[src/rtl/vx_gpu_pkg.sv]
// Shared warp-control types and widths for the warp control sink slice.
package vx_gpu_pkg;

    localparam int unsigned VX_NUM_WARPS    = 4;
    localparam int unsigned VX_NUM_THREADS  = 4;
    localparam int unsigned VX_NUM_BARRIERS = 4;
    localparam int unsigned VX_XLEN         = 32;
    localparam int unsigned VX_NW_WIDTH     = (VX_NUM_WARPS > 1) ? $clog2(VX_NUM_WARPS) : 1;
    // One spare bit so out-of-range barrier ids can be presented and rejected.
    localparam int unsigned VX_NB_WIDTH     = $clog2(VX_NUM_BARRIERS) + 1;

    typedef struct packed {
        logic                      valid;
        logic [VX_NUM_THREADS-1:0] tmask;
    } tmc_t;

    typedef struct packed {
        logic                    valid;
        logic [VX_NUM_WARPS-1:0] wmask;
        logic [VX_XLEN-1:0]      pc;
    } wspawn_t;

    typedef struct packed {
        logic                   valid;
        logic [VX_NB_WIDTH-1:0] id;
        logic [VX_NW_WIDTH-1:0] size_m1;
    } barrier_t;

endpackage

[src/rtl/vx_warp_ctl_if.sv]
// Warp control beat from the execute stage; no back-pressure.
interface vx_warp_ctl_if;
    import vx_gpu_pkg::*;

    logic                   valid;
    logic [VX_NW_WIDTH-1:0] wid;
    tmc_t                   tmc;
    wspawn_t                wspawn;
    barrier_t               barrier;

    modport master (output valid, wid, tmc, wspawn, barrier);
    modport slave  (input  valid, wid, tmc, wspawn, barrier);

endinterface

[src/rtl/vx_barrier_table.sv]
// Per-barrier arrival counts and wait masks; reports stall or release for each arrival.
module vx_barrier_table
    import vx_gpu_pkg::*;
#(
    parameter int unsigned NUM_WARPS    = VX_NUM_WARPS,
    parameter int unsigned NUM_BARRIERS = VX_NUM_BARRIERS
) (
    input  logic                   clk,
    input  logic                   reset,
    input  logic                   arrive_valid,
    input  logic [VX_NB_WIDTH-1:0] arrive_id,
    input  logic [VX_NW_WIDTH-1:0] arrive_wid,
    input  logic [VX_NW_WIDTH-1:0] arrive_size_m1,
    output logic                   arrive_stall,
    output logic                   release_valid,
    output logic [NUM_WARPS-1:0]   release_mask
);

    localparam int unsigned CNT_W = $clog2(NUM_WARPS + 1);
    localparam int unsigned BID_W = (NUM_BARRIERS > 1) ? $clog2(NUM_BARRIERS) : 1;

    logic [CNT_W-1:0]     count_q [NUM_BARRIERS];
    logic [CNT_W-1:0]     count_d [NUM_BARRIERS];
    logic [NUM_WARPS-1:0] wait_q  [NUM_BARRIERS];
    logic [NUM_WARPS-1:0] wait_d  [NUM_BARRIERS];

    logic [BID_W-1:0] idx;
    logic             in_range;
    logic             dup;
    logic             hit;
    logic             full;

    always_comb begin
        idx           = arrive_id[BID_W-1:0];
        in_range      = 32'(arrive_id) < NUM_BARRIERS;
        dup           = wait_q[idx][arrive_wid];
        hit           = arrive_valid && in_range && !dup;
        full          = count_q[idx] == CNT_W'(arrive_size_m1);
        release_valid = hit && full;
        arrive_stall  = hit && !full;
        release_mask  = wait_q[idx];
        release_mask[arrive_wid] = 1'b1;

        count_d = count_q;
        wait_d  = wait_q;
        if (release_valid) begin
            count_d[idx] = '0;
            wait_d[idx]  = '0;
        end else if (arrive_stall) begin
            count_d[idx]             = count_q[idx] + 1'b1;
            wait_d[idx][arrive_wid]  = 1'b1;
        end
    end

    always_ff @(posedge clk) begin
        if (reset) begin
            for (int unsigned b = 0; b < NUM_BARRIERS; b++) begin
                count_q[b] <= '0;
                wait_q[b]  <= '0;
            end
        end else begin
            count_q <= count_d;
            wait_q  <= wait_d;
        end
    end

    dup_arrival_a: assert property (@(posedge clk) disable iff (reset)
        !(arrive_valid && in_range && dup));

endmodule

[src/rtl/vx_warp_ctl_sink.sv]
// Warp control sink: applies tmc/wspawn/barrier beats to warp state one cycle later.
// Optional barrier-stall cycle counter enabled by defining WCTL_PERF_EN.
module vx_warp_ctl_sink
    import vx_gpu_pkg::*;
#(
    parameter int unsigned NUM_WARPS    = VX_NUM_WARPS,
    parameter int unsigned NUM_THREADS  = VX_NUM_THREADS,
    parameter int unsigned NUM_BARRIERS = VX_NUM_BARRIERS
) (
    input  logic                                  clk,
    input  logic                                  reset,
    vx_warp_ctl_if.slave                          warp_ctl_if,
    output logic [NUM_WARPS-1:0]                  active_warps,
    output logic [NUM_WARPS-1:0][NUM_THREADS-1:0] thread_masks,
    output logic [NUM_WARPS-1:0]                  stalled_warps,
    output logic [NUM_WARPS-1:0]                  pc_load_mask,
    output logic [VX_XLEN-1:0]                    spawn_pc,
    output logic                                  unlock_valid,
    output logic [VX_NW_WIDTH-1:0]                unlock_wid,
    output logic [63:0]                           perf_bar_stalls
);

    localparam logic [NUM_WARPS-1:0][NUM_THREADS-1:0] MASKS_RST =
        {{(NUM_WARPS*NUM_THREADS-1){1'b0}}, 1'b1};

    logic [NUM_WARPS-1:0]                  active_q, active_d;
    logic [NUM_WARPS-1:0][NUM_THREADS-1:0] masks_q, masks_d;
    logic [NUM_WARPS-1:0]                  stalled_q, stalled_d;
    logic [NUM_WARPS-1:0]                  pc_load_q, pc_load_d;
    logic [VX_XLEN-1:0]                    spawn_pc_q, spawn_pc_d;
    logic                                  unlock_valid_q, unlock_valid_d;
    logic [VX_NW_WIDTH-1:0]                unlock_wid_q, unlock_wid_d;

    logic                 bar_stall;
    logic                 bar_release;
    logic [NUM_WARPS-1:0] bar_release_mask;

    vx_barrier_table #(
        .NUM_WARPS    (NUM_WARPS),
        .NUM_BARRIERS (NUM_BARRIERS)
    ) barrier_table (
        .clk            (clk),
        .reset          (reset),
        .arrive_valid   (warp_ctl_if.valid && warp_ctl_if.barrier.valid),
        .arrive_id      (warp_ctl_if.barrier.id),
        .arrive_wid     (warp_ctl_if.wid),
        .arrive_size_m1 (warp_ctl_if.barrier.size_m1),
        .arrive_stall   (bar_stall),
        .release_valid  (bar_release),
        .release_mask   (bar_release_mask)
    );

    // Ordering within one beat: wspawn, then tmc (overrides on wid), then barrier.
    always_comb begin
        active_d       = active_q;
        masks_d        = masks_q;
        stalled_d      = stalled_q;
        pc_load_d      = '0;
        spawn_pc_d     = spawn_pc_q;
        unlock_valid_d = 1'b0;
        unlock_wid_d   = unlock_wid_q;

        if (warp_ctl_if.valid) begin
            unlock_valid_d = 1'b1;
            unlock_wid_d   = warp_ctl_if.wid;

            if (warp_ctl_if.wspawn.valid) begin
                spawn_pc_d = warp_ctl_if.wspawn.pc;
                for (int unsigned w = 0; w < NUM_WARPS; w++) begin
                    if (warp_ctl_if.wspawn.wmask[w] && !active_q[w]) begin
                        active_d[w]  = 1'b1;
                        masks_d[w]   = NUM_THREADS'(1);
                        pc_load_d[w] = 1'b1;
                    end
                end
            end

            if (warp_ctl_if.tmc.valid) begin
                masks_d[warp_ctl_if.wid] = warp_ctl_if.tmc.tmask;
                if (warp_ctl_if.tmc.tmask == '0)
                    active_d[warp_ctl_if.wid] = 1'b0;
            end

            if (bar_release)
                stalled_d = stalled_d & ~bar_release_mask;
            else if (bar_stall)
                stalled_d[warp_ctl_if.wid] = 1'b1;
        end
    end

    always_ff @(posedge clk) begin
        if (reset) begin
            active_q       <= NUM_WARPS'(1);
            masks_q        <= MASKS_RST;
            stalled_q      <= '0;
            pc_load_q      <= '0;
            spawn_pc_q     <= '0;
            unlock_valid_q <= 1'b0;
            unlock_wid_q   <= '0;
        end else begin
            active_q       <= active_d;
            masks_q        <= masks_d;
            stalled_q      <= stalled_d;
            pc_load_q      <= pc_load_d;
            spawn_pc_q     <= spawn_pc_d;
            unlock_valid_q <= unlock_valid_d;
            unlock_wid_q   <= unlock_wid_d;
        end
    end

`ifdef WCTL_PERF_EN
    logic [63:0] perf_q, perf_d;

    always_comb perf_d = perf_q + 64'(|stalled_q);

    always_ff @(posedge clk) begin
        if (reset) perf_q <= '0;
        else       perf_q <= perf_d;
    end

    assign perf_bar_stalls = perf_q;
`else
    assign perf_bar_stalls = '0;
`endif

    assign active_warps  = active_q;
    assign thread_masks  = masks_q;
    assign stalled_warps = stalled_q;
    assign pc_load_mask  = pc_load_q;
    assign spawn_pc      = spawn_pc_q;
    assign unlock_valid  = unlock_valid_q;
    assign unlock_wid    = unlock_wid_q;

endmodule
[src/flat_wrapper.sv]
// flat-port wrapper written by rule: the top's interface ports become plain ports
module vx_warp_ctl_sink_flat import vx_gpu_pkg::*;
#(
    parameter int unsigned NUM_WARPS    = VX_NUM_WARPS,
    parameter int unsigned NUM_THREADS  = VX_NUM_THREADS,
    parameter int unsigned NUM_BARRIERS = VX_NUM_BARRIERS
)
  (clk, reset, active_warps, thread_masks, stalled_warps, pc_load_mask, spawn_pc, unlock_valid, unlock_wid, perf_bar_stalls, warp_ctl_if_valid, warp_ctl_if_wid, warp_ctl_if_tmc, warp_ctl_if_wspawn, warp_ctl_if_barrier);
  vx_warp_ctl_if warp_ctl_if_i ();
  input  logic clk;
  input  logic reset;
  output logic [NUM_WARPS-1:0] active_warps;
  output logic [NUM_WARPS-1:0][NUM_THREADS-1:0] thread_masks;
  output logic [NUM_WARPS-1:0] stalled_warps;
  output logic [NUM_WARPS-1:0] pc_load_mask;
  output logic [VX_XLEN-1:0] spawn_pc;
  output logic unlock_valid;
  output logic [VX_NW_WIDTH-1:0] unlock_wid;
  output logic [63:0] perf_bar_stalls;
  input wire logic [$bits(warp_ctl_if_i.valid)-1:0] warp_ctl_if_valid;
  input wire logic [$bits(warp_ctl_if_i.wid)-1:0] warp_ctl_if_wid;
  input wire logic [$bits(warp_ctl_if_i.tmc)-1:0] warp_ctl_if_tmc;
  input wire logic [$bits(warp_ctl_if_i.wspawn)-1:0] warp_ctl_if_wspawn;
  input wire logic [$bits(warp_ctl_if_i.barrier)-1:0] warp_ctl_if_barrier;
  assign warp_ctl_if_i.valid = warp_ctl_if_valid;
  assign warp_ctl_if_i.wid = warp_ctl_if_wid;
  assign warp_ctl_if_i.tmc = warp_ctl_if_tmc;
  assign warp_ctl_if_i.wspawn = warp_ctl_if_wspawn;
  assign warp_ctl_if_i.barrier = warp_ctl_if_barrier;
  vx_warp_ctl_sink #(.NUM_WARPS(NUM_WARPS), .NUM_THREADS(NUM_THREADS), .NUM_BARRIERS(NUM_BARRIERS)) u_core (.clk(clk), .reset(reset), .warp_ctl_if(warp_ctl_if_i), .active_warps(active_warps), .thread_masks(thread_masks), .stalled_warps(stalled_warps), .pc_load_mask(pc_load_mask), .spawn_pc(spawn_pc), .unlock_valid(unlock_valid), .unlock_wid(unlock_wid), .perf_bar_stalls(perf_bar_stalls));
endmodule
[config.mk]
export PLATFORM = sky130hd
export DESIGN_NAME = vx_warp_ctl_sink_flat
export DESIGN_NICKNAME = d
export VERILOG_FILES = /design/src/rtl/vx_gpu_pkg.sv /design/src/rtl/vx_warp_ctl_if.sv /design/src/rtl/vx_barrier_table.sv /design/src/rtl/vx_warp_ctl_sink.sv /design/src/flat_wrapper.sv
export SDC_FILE = /design/constraint.sdc
export NUM_CORES = 1
export LEC_CHECK = 0
export CAP_MARGIN = 20
export CORE_MARGIN = 2
export CORE_UTILIZATION = 30
export DETAILED_ROUTE_END_ITERATION = 16
export MAX_ROUTING_LAYER = met4
export PLACE_DENSITY = 0.64
export SLEW_MARGIN = 40
export SYNTH_ARGS = -nofsm -noshare
export SYNTH_HDL_FRONTEND = slang
export SYNTH_HIERARCHICAL = 1
export SYNTH_SLANG_ARGS = --single-unit
[constraint.sdc]
create_clock -name clk -period 8.8 [get_ports clk]
set_clock_uncertainty 0.15 [all_clocks]
set_input_delay 2.2 -clock clk [delete_from_list [all_inputs] [get_ports clk]]
set_output_delay 2.2 -clock clk [all_outputs]
set_load 0.02 [all_outputs]
Word-level counts from Yosys, hierarchy flattened
Cells that the tools add are included.

Flip-flop bits (word level): 91. Input bits: 53. Output and inout port bits: 127.

Add/subtract/negate cells: 1. $lt $le $gt $ge: 5. Equality and inequality tests: 1. Muxes and demuxes: 46. Bitwise gates (word level): 14. Reductions and logical operators: 22.

Operator list (number): 16-bit 2-to-1 mux (5); 4-bit 2-to-1 mux (15); 4-bit demux with 2-bit select (3); 12-bit 2-to-1 mux (2); 16-bit bitwise AND (1); 16-bit bitwise mux (1); 16-bit inverter (1); 16-bit bitwise OR (1); 12-bit bitwise AND (1); 12-bit bitwise mux (1); 12-bit inverter (1); 1-bit logical AND (11); 1-bit 2-to-1 mux (11); 3-bit 2-to-1 mux (3); 4-bit bitwise AND (2); 4-bit binary-select mux with 2-bit select (1); 4-bit inverter (2); 4-bit bitwise OR (2); 3-bit binary-select mux with 2-bit select (1); 3-bit demux with 2-bit select (1); 1-bit zero test (6); 4-bit zero test (1); 2-bit AND reduction (2); 3-bit by 1-bit adder with 3-bit output (second input constant) (1); 12 further kinds (13).

Longest topological paths before layout
Gate-level depths: netlist (run 1).

Depth in word-level cells: 11. Mapped depth: 10.

Hierarchy
The synthesis (run 1) kept the hierarchy.

Modules (own cells, without submodules): vx_warp_ctl_sink (times used 1, cells an instance 328, area an instance 2813.9 um^2, sequential area each 1261.2 um^2); vx_barrier_table (times used 1, cells an instance 163, area an instance 1514.0 um^2, sequential area each 560.5 um^2).

Worst setup path after synthesis (run 1)
OpenSTA, ideal clock, no wires.

Kind: input to register. From: input warp_ctl_if_barrier[2]. To: register u_core.stalled_q[0] (netlist: u_core/stalled_warps[0]). Library setup time: 0.117 ns. Arrival: 4.541 ns. Path slack: 3.991 ns. Cell stages on the path: 8. Cell sequence: clkbuf_1 > mux4_2 > xor2_1 > or3_1 > a311oi_1 > nor2b_1 > nor4b_1 > a32o_1.

Word-level cells in the longest chain between the ends: 11. Elaborated cells between the ends (all ways): 23.

RTL lines: start, declared (line flat_wrapper.sv:24) `input wire logic [$bits(warp_ctl_if_i.barrier)-1:0] warp_ctl_if_barrier;`; 2-bit inverter with 3-bit output (implied by the code) (line vx_barrier_table.sv:36, vx_barrier_table.sv:38); 4-bit binary-select mux with 2-bit select (line vx_barrier_table.sv:36) `dup = wait_q[idx][arrive_wid];`; 4-bit 2-to-1 mux (implied by the code) (2 in series) (line vx_barrier_table.sv:36); 1-bit binary-select mux with 2-bit select (line vx_barrier_table.sv:36); 1-bit 2-to-1 mux (implied by the code) (line vx_barrier_table.sv:36); 1-bit zero test (line vx_barrier_table.sv:37) `hit = arrive_valid && in_range && !dup;`; 1-bit logical AND (line vx_barrier_table.sv:37); 1-bit logical AND * (line vx_barrier_table.sv:39) `release_valid = hit && full;`; named net u_core.bar_release (line vx_warp_ctl_sink.sv:35) `logic bar_release;`; 2-bit nonzero test (no line); 2-bit AND reduction (no line); end signal, assigned (line vx_warp_ctl_sink.sv:103) `stalled_q <= stalled_d;`; end, declared (line vx_warp_ctl_sink.sv:28) `logic [NUM_WARPS-1:0] stalled_q, stalled_d;`.

Mark *: on every way through the listed nets, which the timed path passes. The rest lies on a longest branch. The select of a mux whose other input is x is not followed. A chain may end at the register's enable or synchronous reset.

Worst setup path in the final report (run 1)
From: input warp_ctl_if_barrier[3]. To: register u_core.stalled_q[0] (netlist: u_core/stalled_warps[0]).

The elaborated chain is that of the path after synthesis.

==> results of run 1 <==
## area by class of cell
class	count	area, um2
well taps	180	225
clock buffers	11	253
flip-flops and latches	91	1820
repair buffers	116	1150
fillers	1402	8450
clock inverters	5	37.5
inverters	19	71.3
multi-input cells	351	1990
## sequential cells by signal (all words and copies together), names as in the netlist
signal / flops
u_core/pc_load_mask: 4
u_core/thread_masks: 16
u_core/unlock_valid: 1
u_core/barrier_table/count_q: 12
u_core/unlock_wid: 2
u_core/barrier_table/wait_q: 16
u_core/active_warps: 4
u_core/spawn_pc: 32
u_core/stalled_warps: 4
## through the flow
step	instances	hold slack, ps	utilization, %
after floorplan	554	283	-
after global placement	757	292	37.6
after detailed placement	757	296	37.6
after CTS	773	305	39.7
after global routing	773	322	39.6
final	773	301	39.6
## logic make-up (layout without fill, tap and decap cells)
kind of cell	count (synthesis)	after routing	share of synthesized area, %
DFF	91	91	42.1
xor gates and xnor gates	3	3	0.607
AOI/OAI and AO/OA	101	101	15.3
and+or+nand+nor	169	169	19.3
adders and majority gates	1	1	0.289
other	1	64	0.0866
buffers and inverters	112	151	17.6
muxes	13	13	4.74
## where the power goes
| part | total, mW | leakage, nW | internal [mW] | switching [mW] |
|---|---|---|---|---|
| sequential | 0.430 | 0.739 | 0.424 | 0.00627 |
| clock | 0.367 | 0.138 | 0.207 | 0.160 |
| combinational | 0.138 | 1.18 | 0.0545 | 0.0834 |
| total | 0.935 | 2.06 | 0.685 | 0.250 |
## critical path, delay by kind of cell
kind / cells / cell delay, ps
compound gates: 2 / 930
buf+inv: 1 / 920
simple gates: 4 / 920
mux: 1 / 600
## layer usage
metal | track usage [%] | routed length, um | up-vias
met3 | 4.67 | 982 | 5
met4 | 3.23 | 96 | 0
met2 | 24.0 | 5340 | 146
met5 | - | 0 | -
met1 | 16.8 | 4500 | 1657
li1 | - | - | 1740
## worst paths after layout
path                                         start                       to  slack (ps)  cells past startpoint
setup / recovery            warp_ctl_if_barrier[3]  u_core/stalled_warps[0]        3310                      8
hold / removal                  u_core/spawn_pc[4]       u_core/spawn_pc[4]         300                      2
setup reg to reg  u_core/barrier_table/count_q[10]  u_core/stalled_warps[0]        5860                      7
hold reg to reg                 u_core/spawn_pc[4]       u_core/spawn_pc[4]         300                      2
## synth_stat cells, types with 2 or more instances
| cell type | instances |
|---|---|
| dfxtp_1 | 91 |
| nand2_1 | 82 |
| buf_4 | 65 |
| a21oi_1 | 45 |
| nor2_1 | 26 |
| inv_1 | 18 |
| o21a_1 | 16 |
| o32ai_1 | 15 |
| clkbuf_1 | 12 |
| nor3_1 | 11 |
| o21ai_0 | 10 |
| buf_6 | 8 |
| nand3b_1 | 8 |
| mux2i_1 | 7 |
| nand2b_1 | 7 |
| mux4_2 | 6 |
| nand3_1 | 6 |
| nand4b_1 | 5 |
| and2_1 | 3 |
| buf_2 | 3 |
| nor2b_1 | 3 |
| o221a_2 | 3 |
| or3_1 | 3 |
| xor2_1 | 3 |
| a21bo_2 | 2 |
| a311oi_1 | 2 |
| a32o_1 | 2 |
| clkbuf_8 | 2 |
| or2_2 | 2 |
==> flow_summary_export.csv, run 1 <==
group,metric,value,unit
status,outcome,"finished, final reports clean",
floorplanning,die_y,124,um
timing,maxSlewHeadroom,45.0,%
yosys,netlist_area,4330,um2
final_layout,nets,642,
final_layout,drive_above_1_share,6.91,%
flow_run,drv_cap,0,
clock_network,clk_pin_slew_worst_paths,60,ps
yosys,async_reset_ff_share,0,%
drt,via_count,3548,
timing,post-route-period-util,62.4,%
floorplanning,floorplan.initialDensity,30.9,%
yosys,synth.top_cell.area_share,42.1,%
global_routing,grt.total_usage,14.3,%
drt,drtAntennaViolNets,0,
placed_design,pre_cts_ws,2970,ps
drt,drt_iter0_drc,188,
power_and_ir_drop,powerDensity,169,nW/um2
global_routing,grt_overflow,0,
yosys,synth_cell_types,54,
yosys,ys_seq_area_share,42.1,%
clock_network,root_buffer,"clkbuf_16",
critical_path,crit_fanout,16,
final_layout,layout_commonest_cell,"clkdlybuf4s50_1",
yosys,postSynthAreaPerCell,8.81,um2
worst_hold_path,hp-class,"flop to flop",
critical_path,arrival,5570,ps
critical_path,worstSetupPathType,"primary input to flop",
clock_network,postCtsSetupBuffers,0,
clock_network,clock_sinks,91,
placed_design,gp_congestion,0.864,
global_routing,antenna_found_initial,0,
timing,finalSetupViolCount,0,
clock_network,cts_tree,"built",
timing,worst_pin_slew,820,ps
drt,drc_errors,0,
clock_network,clkLatencyLatePin,340,ps
timing,hold_viol_final,0,
floorplanning,die_area,15400,um2
yosys,synth_warnings,6,
final_layout,mostFrequentLayoutCells,"clkdlybuf4s50_1 (113), dfxtp_1 (91), nand2_1 (81)",
final_layout,area_delta_synth_final,28.1,%
clock_network,cts-buffers-inserted,9,
floorplanning,row_count,43,
timing,finalSetupTns,0,ps
timing,setup_slack,3310,ps
floorplanning,coreArea,14000,um2
final_layout,stdcell_area,5540,um2
clock_network,cts_max_path_buffers,2,
yosys,ys_seq_elements,91,
critical_path,worst_path_largest_cell_delay,920,ps
yosys,yosysTopAreaCell,"dfxtp_1",
power_and_ir_drop,p_leak,2.06,nW
floorplanning,die_x,124,um
timing,period_minus_slack,5490,ps
drt,wire_per_inst,14.1,um
clock_network,cts_hold_buf,0,
placed_design,io_buffers,115,
clock_network,cts_max_level,3,
critical_path,worst_path_max_delay_cell,"clkdlybuf4s50_1",
critical_path,required,8880,ps
power_and_ir_drop,power,0.935,mW
critical_path,crit_chain,"clkdlybuf4s50_1, mux4_2, and3_4, or2_2, a311oi_1, nor2b_1, nor4b_1, a32o_1",
floorplanning,io_pins,180,
power_and_ir_drop,irDropWorstVdd,0.107,mV
timing,grt_setup_unrepaired,"false",
clock_network,cts_resized,0,
global_routing,grt_max_degree,80,
placed_design,post_dp_cell_area,5260,um2
timing,drv_slew,0,
drt,first_pass_iters,4,
drt,drt-vias-per-instance,4.59,
critical_path,start_kind,"primary input",
drt,routed_wl,10.9,mm
timing,fmax,182,MHz
placed_design,dp_hpwl,8.05,mm
final_layout,diodes,0,
yosys,ys.flop_type,"dfxtp_1",
critical_path,critPathCaptureType,"flop",
global_routing,grt_pass1_vias,3218,
yosys,synth_cells,491,
yosys,synthTopCellsByArea,"dfxtp_1 (42%), buf_4 (11%), nand2_1 (7.1%)",
global_routing,grt_pass1_wl,16.4,mm
yosys,synth_edf_count,0,
Power figures use the tool's default switching activity.
==> run 2: changes to the inputs <==
--- a/config.mk
+++ b/config.mk
@@ -10,7 +10,7 @@
 export CORE_UTILIZATION = 30
 export DETAILED_ROUTE_END_ITERATION = 16
 export MAX_ROUTING_LAYER = met4
-export PLACE_DENSITY = 0.64
+export PLACE_DENSITY = 0.66
 export SLEW_MARGIN = 40
 export SYNTH_ARGS = -nofsm -noshare
 export SYNTH_HDL_FRONTEND = slang
==> constraint.sdc (replaced) <==
create_clock -name clk -period 5 [get_ports clk]
set_clock_uncertainty 0.15 [all_clocks]
set_input_delay 1.25 -clock clk [delete_from_list [all_inputs] [get_ports clk]]
set_output_delay 1.25 -clock clk [all_outputs]
set_load 0.02 [all_outputs]
==> flow_summary_export.csv, run 2 (synthesized netlist as in run 1, its figures left out) <==
group,metric,value,unit
clock_network,cts_max_level,3,
final_layout,layout_commonest_cell,"clkdlybuf4s50_1",
drt,drt_iter0_drc,210,
floorplanning,row_count,43,
placed_design,gp_congestion,0.880,
clock_network,root_buffer,"clkbuf_16",
clock_network,clock_sinks,91,
drt,routed_wl,11.0,mm
clock_network,clkLatencyLatePin,340,ps
power_and_ir_drop,p_sw_share,27.3,%
drt,drtAntennaViolNets,0,
power_and_ir_drop,pwr-share-comb,15.3,%
final_layout,diodes,0,
drt,via_count,3646,
clock_network,cts_tree,"built",
placed_design,io_buffers,115,
drt,highest_layer,"met4",
critical_path,start_kind,"primary input",
power_and_ir_drop,irDropWorstVdd,0.139,mV
clock_network,cts_max_path_buffers,2,
final_layout,mostFrequentLayoutCells,"clkdlybuf4s50_1 (114), dfxtp_1 (91), nand2_1 (81)",
floorplanning,die_x,124,um
floorplanning,io_pins,180,
placed_design,dp_hpwl,8.15,mm
final_layout,multi_input_area,1980,um2
final_layout,n_fill_cell,1416,
drt,drc_errors,0,
timing,drv_slew,0,
power_and_ir_drop,p_leak,2.09,nW
final_layout,area_delta_synth_final,29.3,%
global_routing,grt_overflow,0,
power_and_ir_drop,power,1.63,mW
critical_path,required,5140,ps
floorplanning,coreArea,14000,um2
timing,hold_viol_final,0,
timing,post-route-period-util,77.1,%
critical_path,arrival,3990,ps
timing,finalSetupTns,0,ps
final_layout,ff_latch_area,1820,um2
drt,wl_met3,690,um
power_and_ir_drop,p_sw,0.445,mW
drt,wl_met1,4.67,mm
critical_path,critPathCaptureType,"flop",
flow_run,drv_cap,0,
drt,drt-vias-per-instance,4.66,
global_routing,grt_pass1_vias,3336,
clock_network,clk_pin_slew_worst_paths,60,ps
timing,finalSetupViolCount,0,
timing,fmax,259,MHz
final_layout,largest_register_ffs,32,
global_routing,grt.total_usage,14.2,%
status,outcome,"finished, final reports clean",
global_routing,grt_max_degree,45,
clock_network,cts_hold_buf,0,
final_layout,stdcell_area,5590,um2
drt,wire_per_inst,14.0,um
power_and_ir_drop,p_int,1.18,mW
drt,wl_met2,5.42,mm
timing,period_minus_slack,3850,ps
power_and_ir_drop,powerDensity,291,nW/um2
power_and_ir_drop,pwr-share-clk,38.3,%
clock_network,cts_resized,0,
global_routing,grt_pass1_wl,16.5,mm
final_layout,drive_above_1_share,7.64,%
placed_design,post_dp_cell_area,5320,um2
global_routing,antenna_found_initial,0,
timing,worst_pin_slew,615,ps
floorplanning,floorplan.initialDensity,30.9,%
floorplanning,die_area,15400,um2
timing,grt_setup_unrepaired,"false",
timing,maxSlewHeadroom,59.0,%
floorplanning,die_y,124,um
clock_network,postCtsSetupBuffers,0,
critical_path,crit_fanout,9,
power_and_ir_drop,p_seq_share,46.4,%
final_layout,nets,651,
worst_hold_path,hp-class,"flop to flop",
clock_network,cts-buffers-inserted,9,
drt,first_pass_iters,4,
critical_path,worstSetupPathType,"primary input to flop",
[run 2: cell count changes in the layout (fill, tap and decap cells not counted), sizes merged]
cell,delta
clkdlybuf4s50,+1
buf,+8
clkinv,-1
inv,+1
[run 2: cell type report]
type                            count  share of cell area [%]
Multi-Input combinational cell    351                    35.5
Sequential cell                    91                    32.6
Timing Repair Buffer              125                    21.8
Clock buffer                       11                    4.16
Tap cell                          180                    4.03
Inverter                           19                    1.27
Clock inverter                      5                   0.671
[run 2: layer usage]
layer | vias up | global-route usage, %
li1 | 1772 | -
met1 | 1718 | 16.9
met2 | 142 | 23.4
met3 | 14 | 2.93
met4 | 0 | 5.55
met5 | - | -
[run 2: critical path: stages]
cell and delay, ps:
clkdlybuf4s50_1 610, mux4_2 550, and3_4 230, or2_2 310, a311oi_1 250, nor2b_1 250
nor4b_1 370, a32o_1 180
[run 2: metrics by stage]
step                      std cells  util [%]  hold slack [ps]  setup slack, ps
after detailed placement        766      38.1              296              814
after CTS                       782      40.0              305             1180
after floorplan                 554         -              283             1140
after global routing            782      40.0              334              941
final                           782      40.0              304             1150
after global placement          766      38.0              293              874
[run 2: power by group through the flow]
stage,clock [mW],sequential [mW],combinational (mW)
after floorplan,0,0.795,0.162
after global placement,0,0.772,0.245
after detailed placement,0,0.773,0.248
after CTS,0.647,0.757,0.249
after global routing,0.674,0.759,0.269
final,0.624,0.757,0.249
[run 2: worst paths after layout]
check | start | to | slack (ps) | depth (start not counted)
hold reg to reg | u_core/spawn_pc[28] | u_core/spawn_pc[28] | 300 | 2
setup reg to reg | u_core/barrier_table/wait_q[3] | u_core/stalled_warps[0] | 2430 | 7
hold / removal | u_core/spawn_pc[28] | u_core/spawn_pc[28] | 300 | 2
setup / recovery | warp_ctl_if_barrier[3] | u_core/stalled_warps[0] | 1150 | 8
